<file path="src/rtl/riscv_core_pipe_ctrl_if.sv">
// Control bus between the riscv_core pipeline stages and the pipeline controller.
// The master side drives the per-stage requests; the slave side (the controller) returns the effective controls.
interface riscv_core_pipe_ctrl_if #(
   parameter int STAGES = 5,
   parameter int CNT_W  = 4
);
   logic [STAGES-1:0] stall_d;
   logic [STAGES-1:0] clear_d;
   logic              issue_valid;
   logic              mc_start;
   logic [CNT_W-1:0]  mc_cycles;
   logic [STAGES-1:0] stall_q;
   logic [STAGES-1:0] clear_q;
   logic [STAGES-1:0] valid_q;
   logic              mc_busy;
   logic              retire;

   modport master (
      output stall_d, clear_d, issue_valid, mc_start, mc_cycles,
      input  stall_q, clear_q, valid_q, mc_busy, retire
   );

   modport slave (
      input  stall_d, clear_d, issue_valid, mc_start, mc_cycles,
      output stall_q, clear_q, valid_q, mc_busy, retire
   );
endinterface

</file>
<file path="src/rtl/riscv_core_pipe_ctrl.sv">
// Parametrised pipeline controller: stall back-propagation, clear fan-out, per-stage occupancy
// tracking with bubble insertion, and a multi-cycle stall counter owned by stage MC_IDX.
module riscv_core_pipe_ctrl #(
   parameter int STAGES = 5,
   parameter int MC_IDX = 2,
   parameter int CNT_W  = 4
) (
   input  logic                   i_clk,
   input  logic                   i_rst_n,
   riscv_core_pipe_ctrl_if.slave  bus
);
   logic [CNT_W-1:0]  r_cnt;
   logic [STAGES-1:0] r_valid;

   logic [STAGES-1:0] w_clear;
   logic [STAGES-1:0] w_req;
   logic [STAGES-1:0] w_stall;
   logic [STAGES-1:0] w_valid_nxt;
   logic              w_cnt_nz;
   logic              w_start_ok;
   logic              w_mc_stall;

   // A clear or stall at stage j reaches every younger stage; clear wins over stall within a stage.
   always_comb begin
      w_cnt_nz   = (r_cnt != '0);
      w_clear    = '0;
      for (int i = 0; i < STAGES; i++) begin
         w_clear[i] = |(bus.clear_d >> i);
      end
      w_start_ok = bus.mc_start & ~w_cnt_nz & (bus.mc_cycles != '0) &
                   r_valid[MC_IDX] & ~w_clear[MC_IDX];
      w_mc_stall = (w_cnt_nz | w_start_ok) & ~w_clear[MC_IDX];
      w_req         = bus.stall_d;
      w_req[MC_IDX] = bus.stall_d[MC_IDX] | w_mc_stall;
      w_stall    = '0;
      for (int i = 0; i < STAGES; i++) begin
         w_stall[i] = (|(w_req >> i)) & ~w_clear[i];
      end
   end

   always_comb begin
      w_valid_nxt = '0;
      if (w_clear[0])      w_valid_nxt[0] = 1'b0;
      else if (w_stall[0]) w_valid_nxt[0] = r_valid[0];
      else                 w_valid_nxt[0] = bus.issue_valid;
      for (int i = 1; i < STAGES; i++) begin
         if (w_clear[i])          w_valid_nxt[i] = 1'b0;
         else if (w_stall[i])     w_valid_nxt[i] = r_valid[i];
         else if (w_stall[i-1])   w_valid_nxt[i] = 1'b0;
         else                     w_valid_nxt[i] = r_valid[i-1];
      end
   end

   // The counter keeps running while older stages stall; a clear of its stage aborts it.
   always_ff @(posedge i_clk) begin
      if (!i_rst_n) begin
         r_valid <= '0;
         r_cnt   <= '0;
      end else begin
         r_valid <= w_valid_nxt;
         if (w_clear[MC_IDX])  r_cnt <= '0;
         else if (w_cnt_nz)    r_cnt <= r_cnt - CNT_W'(1);
         else if (w_start_ok)  r_cnt <= bus.mc_cycles - CNT_W'(1);
      end
   end

   always_comb begin
      bus.valid_q = r_valid;
      bus.clear_q = '1;
      bus.stall_q = '0;
      bus.mc_busy = 1'b0;
      bus.retire  = 1'b0;
      if (i_rst_n) begin
         bus.clear_q = w_clear;
         bus.stall_q = w_stall;
         bus.mc_busy = w_mc_stall;
         bus.retire  = r_valid[STAGES-1] & ~w_stall[STAGES-1] & ~w_clear[STAGES-1];
      end
   end
endmodule

</file>
<file path="src/flat_wrapper.sv">
// flat-port wrapper written by rule: the top's interface ports become plain ports
module riscv_core_pipe_ctrl_flat 
#(
   parameter int STAGES = 5,
   parameter int MC_IDX = 2,
   parameter int CNT_W  = 4
)
  (i_clk, i_rst_n, bus_stall_d, bus_clear_d, bus_issue_valid, bus_mc_start, bus_mc_cycles, bus_stall_q, bus_clear_q, bus_valid_q, bus_mc_busy, bus_retire);
  riscv_core_pipe_ctrl_if #(.STAGES(STAGES), .CNT_W(CNT_W)) bus_i ();
  input  logic i_clk;
  input  logic i_rst_n;
  input wire logic [$bits(bus_i.stall_d)-1:0] bus_stall_d;
  input wire logic [$bits(bus_i.clear_d)-1:0] bus_clear_d;
  input wire logic [$bits(bus_i.issue_valid)-1:0] bus_issue_valid;
  input wire logic [$bits(bus_i.mc_start)-1:0] bus_mc_start;
  input wire logic [$bits(bus_i.mc_cycles)-1:0] bus_mc_cycles;
  output wire logic [$bits(bus_i.stall_q)-1:0] bus_stall_q;
  output wire logic [$bits(bus_i.clear_q)-1:0] bus_clear_q;
  output wire logic [$bits(bus_i.valid_q)-1:0] bus_valid_q;
  output wire logic [$bits(bus_i.mc_busy)-1:0] bus_mc_busy;
  output wire logic [$bits(bus_i.retire)-1:0] bus_retire;
  assign bus_i.stall_d = bus_stall_d;
  assign bus_i.clear_d = bus_clear_d;
  assign bus_i.issue_valid = bus_issue_valid;
  assign bus_i.mc_start = bus_mc_start;
  assign bus_i.mc_cycles = bus_mc_cycles;
  assign bus_stall_q = bus_i.stall_q;
  assign bus_clear_q = bus_i.clear_q;
  assign bus_valid_q = bus_i.valid_q;
  assign bus_mc_busy = bus_i.mc_busy;
  assign bus_retire = bus_i.retire;
  riscv_core_pipe_ctrl #(.STAGES(STAGES), .MC_IDX(MC_IDX), .CNT_W(CNT_W)) u_core (.i_clk(i_clk), .i_rst_n(i_rst_n), .bus(bus_i));
endmodule
</file>
<file path="config.mk">
export PLATFORM = sky130hd
export DESIGN_NAME = riscv_core_pipe_ctrl_flat
export DESIGN_NICKNAME = d
export VERILOG_FILES = /design/src/rtl/riscv_core_pipe_ctrl_if.sv /design/src/rtl/riscv_core_pipe_ctrl.sv /design/src/flat_wrapper.sv
export SDC_FILE = /design/constraint.sdc
export NUM_CORES = 1
export LEC_CHECK = 0
export ABC_AREA = 1
export BUFFER_PORTS_ARGS = -buffer_cell sky130_fd_sc_hd__buf_2
export CAP_MARGIN = 10
export CORE_MARGIN = 4
export CORE_UTILIZATION = 45
export DETAILED_ROUTE_END_ITERATION = 8
export PLACE_DENSITY_LB_ADDON = 0.3
export SLEW_MARGIN = 20
export SYNTH_ARGS = -nofsm -noshare
export SYNTH_HDL_FRONTEND = slang
export SYNTH_SLANG_ARGS = --single-unit
</file>
<file path="constraint.sdc">
create_clock -name i_clk -period 1.45 [get_ports i_clk]
set_input_delay 0.0725 -clock i_clk [delete_from_list [all_inputs] [get_ports i_clk]]
set_output_delay 0.0725 -clock i_clk [all_outputs]
set_load 0.02 [all_outputs]
</file>
==> impl_metrics.yaml <==
sta:
  worst_slack_ps: 24.3
  period_needed_ps: 1430
  fin_skew_ps: 7.58
  slew_viol_final: 0
  rsz0062_at_grt: "true"
  worstMarginPinSlew_ps: 284
  holdWs_ps: 63.1
  max_slew_margin: 0.811
  setup_viol: 0
  fin_setup_tns_ps: 0
  min_period_over_period: 0.983
  fmax_mhz: 701
  finalHoldViolations: 0
routing:
  drt_iter0_drc: 10
  dr.pass1.iters: 4
  wire_per_inst_um: 10.9
  antenna_left: 0
  drcViolationCount: 0
  vias_per_cell: 4.76
  routed_wl_um: 1780
  vias: 780
power_and_ir_drop:
  cellLeakagePower_nw: 0.554
  power_density_mw_per_mm2: 548
  ir_worst_vdd_mv: 0.432
final_layout:
  area_delta_synth_final_pct: 38.8
  multi_input_area_sq_um: 507
  nNetsFinal: 168
  fin_cells: 164
  regArea_sq_um: 185
  antenna_cells: 0
  layout-drive-gt1-share: 0.554
  post-route-util: 0.682
  nFillCells: 143
flow_run:
  maxCapViolCount: 0
global_routing:
  grt_overflow_total: 0
  grt_pass1_vias: 746
  grt_usage: 0.153
  grt_max_degree: 8
  antenna_found_initial: 0
  grt_pass1_wl_um: 2970
clocking:
  tritoncts: "yes"
  clk_pin_slew_ps: 70
  cts-buffers-inserted: 3
  cts.sink_count: 9
  cts_hold_buf: 0
  clk_path_buf_depth: 2
  insertion_delay_ps: 260
  cts_max_level: 1
  root_buffer: "clkbuf_4"
worst_setup_path:
  critPathLaunchType: "flop"
  timing.rr.start: "u_core.r_cnt[0]"
  path_max_fanout: 5
  worstPathRequired_ps: 1380
  critPathCaptureType: "output port"
  cp.arrival_ps: 1350
  r2r_cells: 10
  crit_type: "reg2out"
  r2r_slack_ps: 50
  r2r_end: "u_core.r_cnt[2]"
  critPathLaunch: "u_core.r_cnt[0]"
  crit_path_end: "bus_stall_q[2]"
floorplan:
  start_util: 0.491
  io_pins: 35
  die_w_um: 49.0
  dieHeight_um: 49.0
  dieArea_sq_mm: 0.00240
  rows: 14
  core_area_sq_mm: 0.00154
yosys:
  synthCells: 105
  syn-num-nets: 124
  syn-cell-area_sq_um: 757
  synth-seq-cells: 9
  seq_area_frac_synth: 0.238
  syn_avg_cell_area_sq_um: 7.21
  ys.warnings.count: 0
  synth_cell_types: 23
outcome:
  status: "complete, no violations"
place:
  dpl.cell_count: 155
  pre_cts_ws_ps: 36.2
  gp_congestion: 0.721
  place_hpwl_um: 1460
  io_buffers: 34
worst_hold_path:
  worstHoldPathType: "in2reg"
synthesized netlist by cell type (all sizes together):
master / n / area share
nor3: 1 / 0.021
nand4: 1 / 0.0083
nand2: 32 / 0.22
nand3b: 1 / 0.0099
nand3: 7 / 0.083
ha: 1 / 0.017
o21ai: 2 / 0.018
dfxtp: 9 / 0.24
inv: 24 / 0.12
or2: 2 / 0.023
nor2: 19 / 0.17
xor2: 1 / 0.012
a21oi: 5 / 0.058
critical path, stage by stage (launching register included):
cell and delay, ps:
dfxtp_1 310, inv_2 80, nand2_4 70, nor2_8 140
nand2_4 80, nand2_8 90, nand2_4 60, nand2_2 70
nor2_1 40, buf_4 160
through the flow:
step | area [sq um] | total power, mW
after floorplan | 757 | 0.325
after global placement | 947 | 0.370
after detailed placement | 947 | 0.374
after CTS | 992 | 0.574
after global routing | 1050 | 0.610
final | 1050 | 0.576
power breakdown:
group | internal [mW] | switching (mW) | total, mW | leakage (nW)
sequential | 0.245 | 0.000192 | 0.246 | 0.0738
combinational | 0.0535 | 0.0792 | 0.133 | 0.465
clock | 0.106 | 0.0914 | 0.197 | 0.0150
total | 0.405 | 0.171 | 0.576 | 0.554
cells by family (layout without fill, tap and decap cells):
logic type,after synthesis,after routing,synth area share
xor+xnor,1,1,0.0116
flops,9,9,0.238
fa+ha+maj,1,1,0.0165
compound gates,7,7,0.0760
buf+inv,24,67,0.119
simple gates,63,63,0.539
layout by cell type (no fill, tap or decap), drive strengths merged:
master  netlist  layout
nand2        32      32
o21ai         2       2
ha            1       1
nor2         19      19
nand4         1       1
xor2          1       1
nand3         7       7
nand3b        1       1
inv          24      24
dfxtp         9       9
nor3          1       1
a21oi         5       5
clkbuf        0       4
or2           2       2
buf           0      39
sequential cells by signal, indices dropped and copies added, names as in the netlist:
| register | flops |
|---|---|
| u_core.r_cnt | 4 |
| u_core.bus.valid_q | 5 |
worst min path at each step:
stage,from,to,slack (ps),depth (start not counted)
2_1_floorplan,bus_issue_valid,u_core.bus.valid_q[0],220,2
3_3_place_gp,bus_issue_valid,u_core.bus.valid_q[0],330,3
3_5_place_dp,bus_issue_valid,u_core.bus.valid_q[0],340,3
4_1_cts,bus_issue_valid,u_core.bus.valid_q[0],60,3
5_1_grt,bus_issue_valid,u_core.bus.valid_q[0],80,3
6_report,bus_issue_valid,u_core.bus.valid_q[0],60,3
metal layers:
metal | vias up | part of all wire | track usage
li1 | 402 | - | -
met1 | 349 | 0.36 | 0.167
met2 | 27 | 0.54 | 0.289
met3 | 2 | 0.085 | 0.0275
met4 | 0 | 0.0090 | 0.0538
met5 | - | 0 | 0
cell type report:
class,instances,area share
clock buffer,4,0.0250
sequential,9,0.176
tap,16,0.0190
inverter,24,0.0857
timing repair buffer,39,0.212
multi-input combinational,72,0.482
repair_timing:
action                                  in CTS  in global routing
pin swaps                                    2                  4
setup buffers                                1                  4
endpoints found under the setup margin       3                  4
resized for setup                            4                 10
(Power assumes the default switching activity.)
